[config.mk]
export PLATFORM = sky130hd
export DESIGN_NAME = layer_0_input_feeder_flat
export DESIGN_NICKNAME = d
export VERILOG_FILES = /design/src/rtl/layer_0_input_feeder_if.sv /design/src/rtl/layer_0_input_feeder.sv /design/src/flat_wrapper.sv
export SDC_FILE = /design/constraint.sdc
export NUM_CORES = 1
export LEC_CHECK = 0
export ABC_AREA = 1
export BUFFER_PORTS_ARGS = -buffer_cell sky130_fd_sc_hd__buf_2
export CORE_ASPECT_RATIO = 0.7
export CORE_UTILIZATION = 50
export CTS_BUF_LIST = sky130_fd_sc_hd__clkbuf_16
export DETAILED_ROUTE_END_ITERATION = 8
export PLACE_DENSITY = 0.84
export SETUP_SLACK_MARGIN = 0.1
export SLEW_MARGIN = 20
export SYNTH_ARGS = -nofsm -noshare
export SYNTH_HDL_FRONTEND = slang
export SYNTH_SLANG_ARGS = --single-unit
[constraint.sdc]
create_clock -name clk -period 3.6 [get_ports clk]
set_clock_uncertainty 0.15 [all_clocks]
set_input_delay 0.9 -clock clk [delete_from_list [all_inputs] [get_ports clk]]
set_output_delay 0.9 -clock clk [all_outputs]
set_load 0.005 [all_outputs]
[src/rtl/layer_0_input_feeder_if.sv]
// Signal bundle between the layer-0 input feeder and its surroundings:
// manager control, image RAM read port and the pixel stream to the conv array.
interface layer_0_input_feeder_if #(
   parameter int DATA_WIDTH = 32,
   parameter int ADDR_WIDTH = 8,
   parameter int IDX_WIDTH  = 4
);
   logic                  layer_0_en;
   logic [IDX_WIDTH-1:0]  image_idx;
   logic                  ram_rd_en;
   logic [ADDR_WIDTH-1:0] ram_addr;
   logic [DATA_WIDTH-1:0] ram_rdata;
   logic [DATA_WIDTH-1:0] pixel_out;
   logic                  pixel_valid;
   logic                  window_valid;
   logic                  layer_0_calc_fin;

   // The feeder is the master: it owns the RAM request and the pixel stream.
   modport master (
      input  layer_0_en,
      input  image_idx,
      input  ram_rdata,
      output ram_rd_en,
      output ram_addr,
      output pixel_out,
      output pixel_valid,
      output window_valid,
      output layer_0_calc_fin
   );

   modport slave (
      output layer_0_en,
      output image_idx,
      output ram_rdata,
      input  ram_rd_en,
      input  ram_addr,
      input  pixel_out,
      input  pixel_valid,
      input  window_valid,
      input  layer_0_calc_fin
   );
endinterface

[src/rtl/layer_0_input_feeder.sv]
// Streams one image per run from the image RAM to the layer-0 convolution
// array in row-major order, flagging pixels where a full kernel window ends.
module layer_0_input_feeder #(
   parameter int IMAGE_SIZE  = 4,
   parameter int KERNEL_SIZE = 3,
   parameter int DATA_WIDTH  = 32,
   parameter int ADDR_WIDTH  = 8,
   parameter int IDX_WIDTH   = 4
) (
   input  logic                   clk,
   input  logic                   rst_n,
   layer_0_input_feeder_if.master bus
);
   localparam int PIXELS    = IMAGE_SIZE * IMAGE_SIZE;
   localparam int POS_WIDTH = (IMAGE_SIZE > 1) ? $clog2(IMAGE_SIZE) : 1;

   localparam logic [ADDR_WIDTH-1:0] LAST_CNT  = ADDR_WIDTH'(PIXELS - 1);
   localparam logic [ADDR_WIDTH-1:0] PIX_PER   = ADDR_WIDTH'(PIXELS);
   localparam logic [POS_WIDTH-1:0]  LAST_POS  = POS_WIDTH'(IMAGE_SIZE - 1);
   localparam logic [POS_WIDTH-1:0]  WIN_START = POS_WIDTH'(KERNEL_SIZE - 1);

   typedef enum logic [1:0] {
      IDLE  = 2'd0,
      READ  = 2'd1,
      DRAIN = 2'd2,
      DONE  = 2'd3
   } state_t;

   state_t                state_q;
   logic [ADDR_WIDTH-1:0] base_q;
   logic [ADDR_WIDTH-1:0] rd_cnt_q;
   logic                  drain_cnt_q;
   logic                  calc_fin_q;

   logic                  rd_en_d1_q;
   logic [DATA_WIDTH-1:0] pixel_q;
   logic                  pixel_valid_q;
   logic                  window_valid_q;
   logic [POS_WIDTH-1:0]  row_q;
   logic [POS_WIDTH-1:0]  col_q;

   logic                  en;
   logic [IDX_WIDTH-1:0]  idx;
   logic [ADDR_WIDTH-1:0] base_d;
   logic                  start;
   logic                  abort;
   logic                  rd_en;

   assign en  = bus.layer_0_en;
   assign idx = bus.image_idx;

   // Multiplying in ADDR_WIDTH arithmetic gives the truncated base directly.
   assign base_d = ADDR_WIDTH'(idx) * PIX_PER;

   assign start = (state_q == IDLE) && en;
   assign abort = ((state_q == READ) || (state_q == DRAIN)) && !en;
   assign rd_en = (state_q == READ) && en;

   always_ff @(posedge clk or negedge rst_n) begin
      if (!rst_n) begin
         state_q     <= IDLE;
         base_q      <= '0;
         rd_cnt_q    <= '0;
         drain_cnt_q <= 1'b0;
         calc_fin_q  <= 1'b0;
      end else begin
         calc_fin_q <= 1'b0;
         case (state_q)
            IDLE: begin
               if (en) begin
                  state_q  <= READ;
                  base_q   <= base_d;
                  rd_cnt_q <= '0;
               end
            end
            READ: begin
               if (!en) begin
                  state_q <= IDLE;
               end else if (rd_cnt_q == LAST_CNT) begin
                  // rd_cnt holds on the last address so ram_addr stays put.
                  state_q     <= DRAIN;
                  drain_cnt_q <= 1'b0;
               end else begin
                  rd_cnt_q <= rd_cnt_q + 1'b1;
               end
            end
            DRAIN: begin
               if (!en) begin
                  state_q <= IDLE;
               end else if (drain_cnt_q) begin
                  state_q    <= DONE;
                  calc_fin_q <= 1'b1;
               end else begin
                  drain_cnt_q <= 1'b1;
               end
            end
            DONE: begin
               state_q <= IDLE;
            end
            default: begin
               state_q <= IDLE;
            end
         endcase
      end
   end

   // Returned data path: row/col index the pixel being registered this edge.
   always_ff @(posedge clk or negedge rst_n) begin
      if (!rst_n) begin
         rd_en_d1_q     <= 1'b0;
         pixel_q        <= '0;
         pixel_valid_q  <= 1'b0;
         window_valid_q <= 1'b0;
         row_q          <= '0;
         col_q          <= '0;
      end else if (abort) begin
         rd_en_d1_q     <= 1'b0;
         pixel_valid_q  <= 1'b0;
         window_valid_q <= 1'b0;
      end else begin
         rd_en_d1_q     <= rd_en;
         pixel_valid_q  <= rd_en_d1_q;
         window_valid_q <= rd_en_d1_q && (row_q >= WIN_START) && (col_q >= WIN_START);
         if (rd_en_d1_q) begin
            pixel_q <= bus.ram_rdata;
         end
         if (start) begin
            row_q <= '0;
            col_q <= '0;
         end else if (rd_en_d1_q) begin
            if (col_q == LAST_POS) begin
               col_q <= '0;
               row_q <= (row_q == LAST_POS) ? '0 : row_q + 1'b1;
            end else begin
               col_q <= col_q + 1'b1;
            end
         end
      end
   end

   assign bus.ram_rd_en        = rd_en;
   assign bus.ram_addr         = base_q + rd_cnt_q;
   assign bus.pixel_out        = pixel_q;
   assign bus.pixel_valid      = pixel_valid_q;
   assign bus.window_valid     = window_valid_q;
   assign bus.layer_0_calc_fin = calc_fin_q;
endmodule

[src/flat_wrapper.sv]
// flat-port wrapper written by rule: the top's interface ports become plain ports
module layer_0_input_feeder_flat 
#(
   parameter int IMAGE_SIZE  = 4,
   parameter int KERNEL_SIZE = 3,
   parameter int DATA_WIDTH  = 32,
   parameter int ADDR_WIDTH  = 8,
   parameter int IDX_WIDTH   = 4
)
  (clk, rst_n, bus_layer_0_en, bus_image_idx, bus_ram_rdata, bus_ram_rd_en, bus_ram_addr, bus_pixel_out, bus_pixel_valid, bus_window_valid, bus_layer_0_calc_fin);
  layer_0_input_feeder_if #(.DATA_WIDTH(DATA_WIDTH), .ADDR_WIDTH(ADDR_WIDTH), .IDX_WIDTH(IDX_WIDTH)) bus_i ();
  input  logic clk;
  input  logic rst_n;
  input wire logic [$bits(bus_i.layer_0_en)-1:0] bus_layer_0_en;
  input wire logic [$bits(bus_i.image_idx)-1:0] bus_image_idx;
  input wire logic [$bits(bus_i.ram_rdata)-1:0] bus_ram_rdata;
  output wire logic [$bits(bus_i.ram_rd_en)-1:0] bus_ram_rd_en;
  output wire logic [$bits(bus_i.ram_addr)-1:0] bus_ram_addr;
  output wire logic [$bits(bus_i.pixel_out)-1:0] bus_pixel_out;
  output wire logic [$bits(bus_i.pixel_valid)-1:0] bus_pixel_valid;
  output wire logic [$bits(bus_i.window_valid)-1:0] bus_window_valid;
  output wire logic [$bits(bus_i.layer_0_calc_fin)-1:0] bus_layer_0_calc_fin;
  assign bus_i.layer_0_en = bus_layer_0_en;
  assign bus_i.image_idx = bus_image_idx;
  assign bus_i.ram_rdata = bus_ram_rdata;
  assign bus_ram_rd_en = bus_i.ram_rd_en;
  assign bus_ram_addr = bus_i.ram_addr;
  assign bus_pixel_out = bus_i.pixel_out;
  assign bus_pixel_valid = bus_i.pixel_valid;
  assign bus_window_valid = bus_i.window_valid;
  assign bus_layer_0_calc_fin = bus_i.layer_0_calc_fin;
  layer_0_input_feeder #(.IMAGE_SIZE(IMAGE_SIZE), .KERNEL_SIZE(KERNEL_SIZE), .DATA_WIDTH(DATA_WIDTH), .ADDR_WIDTH(ADDR_WIDTH), .IDX_WIDTH(IDX_WIDTH)) u_core (.clk(clk), .rst_n(rst_n), .bus(bus_i));
endmodule
Yosys cells after proc, flatten, opt, wreduce, memory -nomap -nowiden
Index checks and enable logic that the tools add are counted.

Reductions and logical operators: 19. Add/subtract/negate cells: 4. Bitwise operators: 1. Muxes and demuxes: 27. Order comparisons: 2. Eq/ne operators: 13.

Operators by type and width (count): $mux 2 (12); $mux 8 (3); $pmux 8 s2 (1); $ne 2x2->1 const B (5); $mux 1 (9); $add 8x1->8 const B (1); $add 8x8->8 (1); $eq 2x2->1 const B (4); $eq 8x4->1 const B (1); $pmux 2 s4 (1); $reduce_and 4->1 (2); $reduce_bool 2->1 (4); $reduce_and 2->1 (3); $reduce_and 3->1 (2); $logic_and 1x1->1 (5); $add 2x1->2 const B (2); $ge 2x2->1 const B (2); $ne 3x2->1 const B (1); $ne 3x3->1 const B (1); $eq 2x1->1 const B (1); $logic_not 2->1 (1); $pmux 1 s2 (1); $logic_not 1->1 (1); $logic_or 1x1->1 (1); $not 1->1 (1).

Logic and storage cells: 77. Output and inout bits: 44. Register bits after elaboration: 55.

Logic depth before layout (Yosys ltp)
Word-level depth: 5. Depth in mapped cells: 8.

Least setup slack after synthesis
No wires, ideal clock.

Path kind: flip-flop to output port. Start point: register u_core.rd_cnt_q[4]. End point: output bus_ram_addr[6]. Required time: 2.550 ns. Data arrival time: 1.188 ns. Path buffers: 0. Stages on the path, launching flop included: 5. Path slack: 1.362 ns. Cells stage by stage: dfrtp_1 -> ha_1 -> inv_1 -> fa_1 -> xnor2_1.

Longest elaborated chain between the ends: 1.

RTL lines: start: declaration (RTL line layer_0_input_feeder.sv:31) `logic [ADDR_WIDTH-1:0] rd_cnt_q;`; start signal: assignment (RTL line layer_0_input_feeder.sv:84) `rd_cnt_q <= rd_cnt_q + 1'b1;`; $add 8x8->8 (RTL line layer_0_input_feeder.sv:142) `assign bus.ram_addr = base_q + rd_cnt_q;`; end: declaration (RTL line flat_wrapper.sv:18) `output wire logic [$bits(bus_i.ram_addr)-1:0] bus_ram_addr;`.

Every way passes these cells.

Worst setup path after layout
Ends and elaborated chain as after synthesis.

==> reports/metrics.cfg <==
[die]
coreArea_um2 = 4860
die_h_um = 61.9
ios = 83
std_cell_rows = 21
start_util = 0.527
die_x_um = 87.6
die_area_um2 = 5420

[global_route]
grt.total_usage = 0.205
grt-ovfl-total = 0
antenna_found_initial = 0
grt_pass1_wl_um = 8460
grt_pass1_vias = 1865
grt_start_max_net_pins = 56

[critical_path]
crit_slowest_cell = fa_1
end_kind = primary output
cp-start-kind = flip-flop
regToRegSetupSlack_ns = 1.56
cp.arrival_ns = 1.69
critPathKind = flip-flop to primary output
cp_max_fo = 5
crit_path_cell_trace = ha_1 -> inv_1 -> fa_1 -> xnor2_1 -> buf_2
cp_num_buf_inv = 2
cp_top_family = adder cells
slowest_delay_ns = 0.43
cp.required_ns = 2.55

[clock_network]
clk_latency_ns = 0.28
cts_buffers = 5
cts_setup_buffers = 0
hold_buffers = 0
cts_max_level = 2
clkSinkCount = 55
cts_root_buf = clkbuf_16
cts_tree = yes
cts_resized = 0
clk_pin_slew_ns = 0.07
clock_path_buffers = 2

[timing]
setup_viol = 0
timing.hold.ws_ns = 0.328
min_period_over_period = 0.760
tns_ns = 0
tightestPinTransition_ns = 0.681
hold_violations = 0
fmax_mhz = 366
grt_setup_unrepaired = no
maxSlewViolCount = 0
maxSlewHeadroom = 0.546
layout_min_cycle_time_ns = 2.74

[drt]
drc = 0
ant_nets = 0
wl_per_cell_um = 11.8
wirelength_um = 5310
vias_per_cell = 4.82
vias = 2162
drt_iter0_markers = 94
drtPass1Iterations = 4

[run]
drv_cap = 0

[placement]
portBuffers = 82
gp_congestion = 0.841
hpwlAfterDp_um = 3780

[pwr]
p_leak_uw = 0.00179
power_uw = 2380
ir_drop_mv = 0.438
p_per_area_nw_per_um2 = 752

[yosys]
synth_area_um2 = 2560
synth_area_per_cell_um2 = 8.54
yosysSeqAreaShare = 0.537
ys_ff_latch = 55
synth_most_common_cell = nand2_1
synth.area.top_cells = dfrtp_1 (54%), nand2_1 (21%), ha_1 (5.9%)
async_flop_share = 1.00
synth_top_cell_by_area = dfrtp_1
syn_nets = 352
ys_types = 26
synthCells = 300
synth_edf_count = 0
yosysWarnings = 0
synth_top_area_share = 0.537
synthTopCellsByCount = nand2_1 (140), dfrtp_1 (55), inv_1 (19), nand3_1 (14), ha_1 (12)
synth_flop_cell = dfrtp_1

[layout]
antenna_cells = 0
layout.nets = 431
syn_to_final_growth_pct = 23.2
drive_gt1_frac = 0.263

[outcome]
outcome = finished clean

[min_path]
hold_path_class = flip-flop to flip-flop

## cell usage in the layout (no fill, tap or decap)
master,count
o31ai_1,1
nand2_1,140
clkinv_2,1
buf_4,3
or2_2,1
nand4_1,1
nand2_2,2
clkinv_1,2
buf_2,82
clkbuf_16,5
nor2_2,1
inv_1,19
o21ai_1,7
o21ai_0,8
nor2_1,10
o221a_2,1
o22ai_1,1
a21oi_1,5
fa_1,1
nand3_1,14
nand3b_1,1
ha_1,12
bufinv_16,1
xnor2_1,3
o21ai_2,1
nand2_4,1
nand3_2,1
dfrtp_1,55
## area by class of cell
| cell class | instances | area (um2) |
|---|---|---|
| Clock buffer | 5 | 125 |
| Clock inverter | 3 | 38.8 |
| Fill cell | 442 | 1700 |
| Inverter | 20 | 75.1 |
| Multi-Input combinational cell | 212 | 1020 |
| Sequential cell | 55 | 1380 |
| Tap cell | 69 | 86.3 |
| Timing Repair Buffer | 85 | 433 |
## cell families (layout without fill, tap and decap cells)
group,Yosys count,after routing,synth area share
adder cells (fa/ha/maj),13,13,0.0664
AO/OA/AOI/OAI,24,24,0.0522
flip-flops,55,55,0.537
AND/OR/NAND/NOR,172,172,0.271
buffers and inverters,33,113,0.0635
XOR/XNOR,3,3,0.0103
## tightest hold or removal path: stages (launching register included)
cell and delay [ns]:
dfrtp_1 0.34, nand2_1 0.05, nand2_1 0.05
## power by group
part	total [uW]	switching, uW	internal, uW
Clock	533	208	325
Sequential	1010	145	861
Combinational	837	483	354
Total	2380	837	1540
## path summary, 6_finish.rpt
path	start	to	depth (start not counted)
min	u_core.bus.pixel_out[12]	u_core.bus.pixel_out[12]	2
max reg2reg	u_core.state_q[0]	u_core.row_q[1]	9
max	u_core.rd_cnt_q[4]	bus_ram_addr[6]	5
max in group asynchronous	rst_n	u_core.bus.pixel_out[26]	2
min reg2reg	u_core.bus.pixel_out[12]	u_core.bus.pixel_out[12]	2
min in group asynchronous	rst_n	u_core.bus.pixel_out[9]	2
## flip-flops by register name, indices dropped and copies added, names as in the netlist
| register | flops |
|---|---|
| u_core.base_q | 4 |
| u_core.bus.layer_0_calc_fin | 1 |
| u_core.bus.pixel_out | 32 |
| u_core.bus.pixel_valid | 1 |
| u_core.bus.window_valid | 1 |
| u_core.col_q | 2 |
| u_core.drain_cnt_q | 1 |
| u_core.rd_cnt_q | 8 |
| u_core.rd_en_d1_q | 1 |
| u_core.row_q | 2 |
| u_core.state_q | 2 |
## routing by layer
metal  vias up  track usage  part of all wire
met3         2       0.0396             0.044
met4         0       0.0492            0.0043
li1       1089            -                 -
met5         -            0                 0
met1      1021        0.287              0.47
met2        50        0.337              0.48
## metrics by stage
step,area (um2),cells,setup slack (ns),utilization
after floorplan,2560,300,1.36,-
after global placement,2990,441,1.20,0.616
after detailed placement,2990,441,1.16,0.616
after CTS,3160,449,0.857,0.650
after global routing,3160,449,0.774,0.650
final,3160,449,0.865,0.650
No activity file was read; power rests on OpenSTA's default activity.
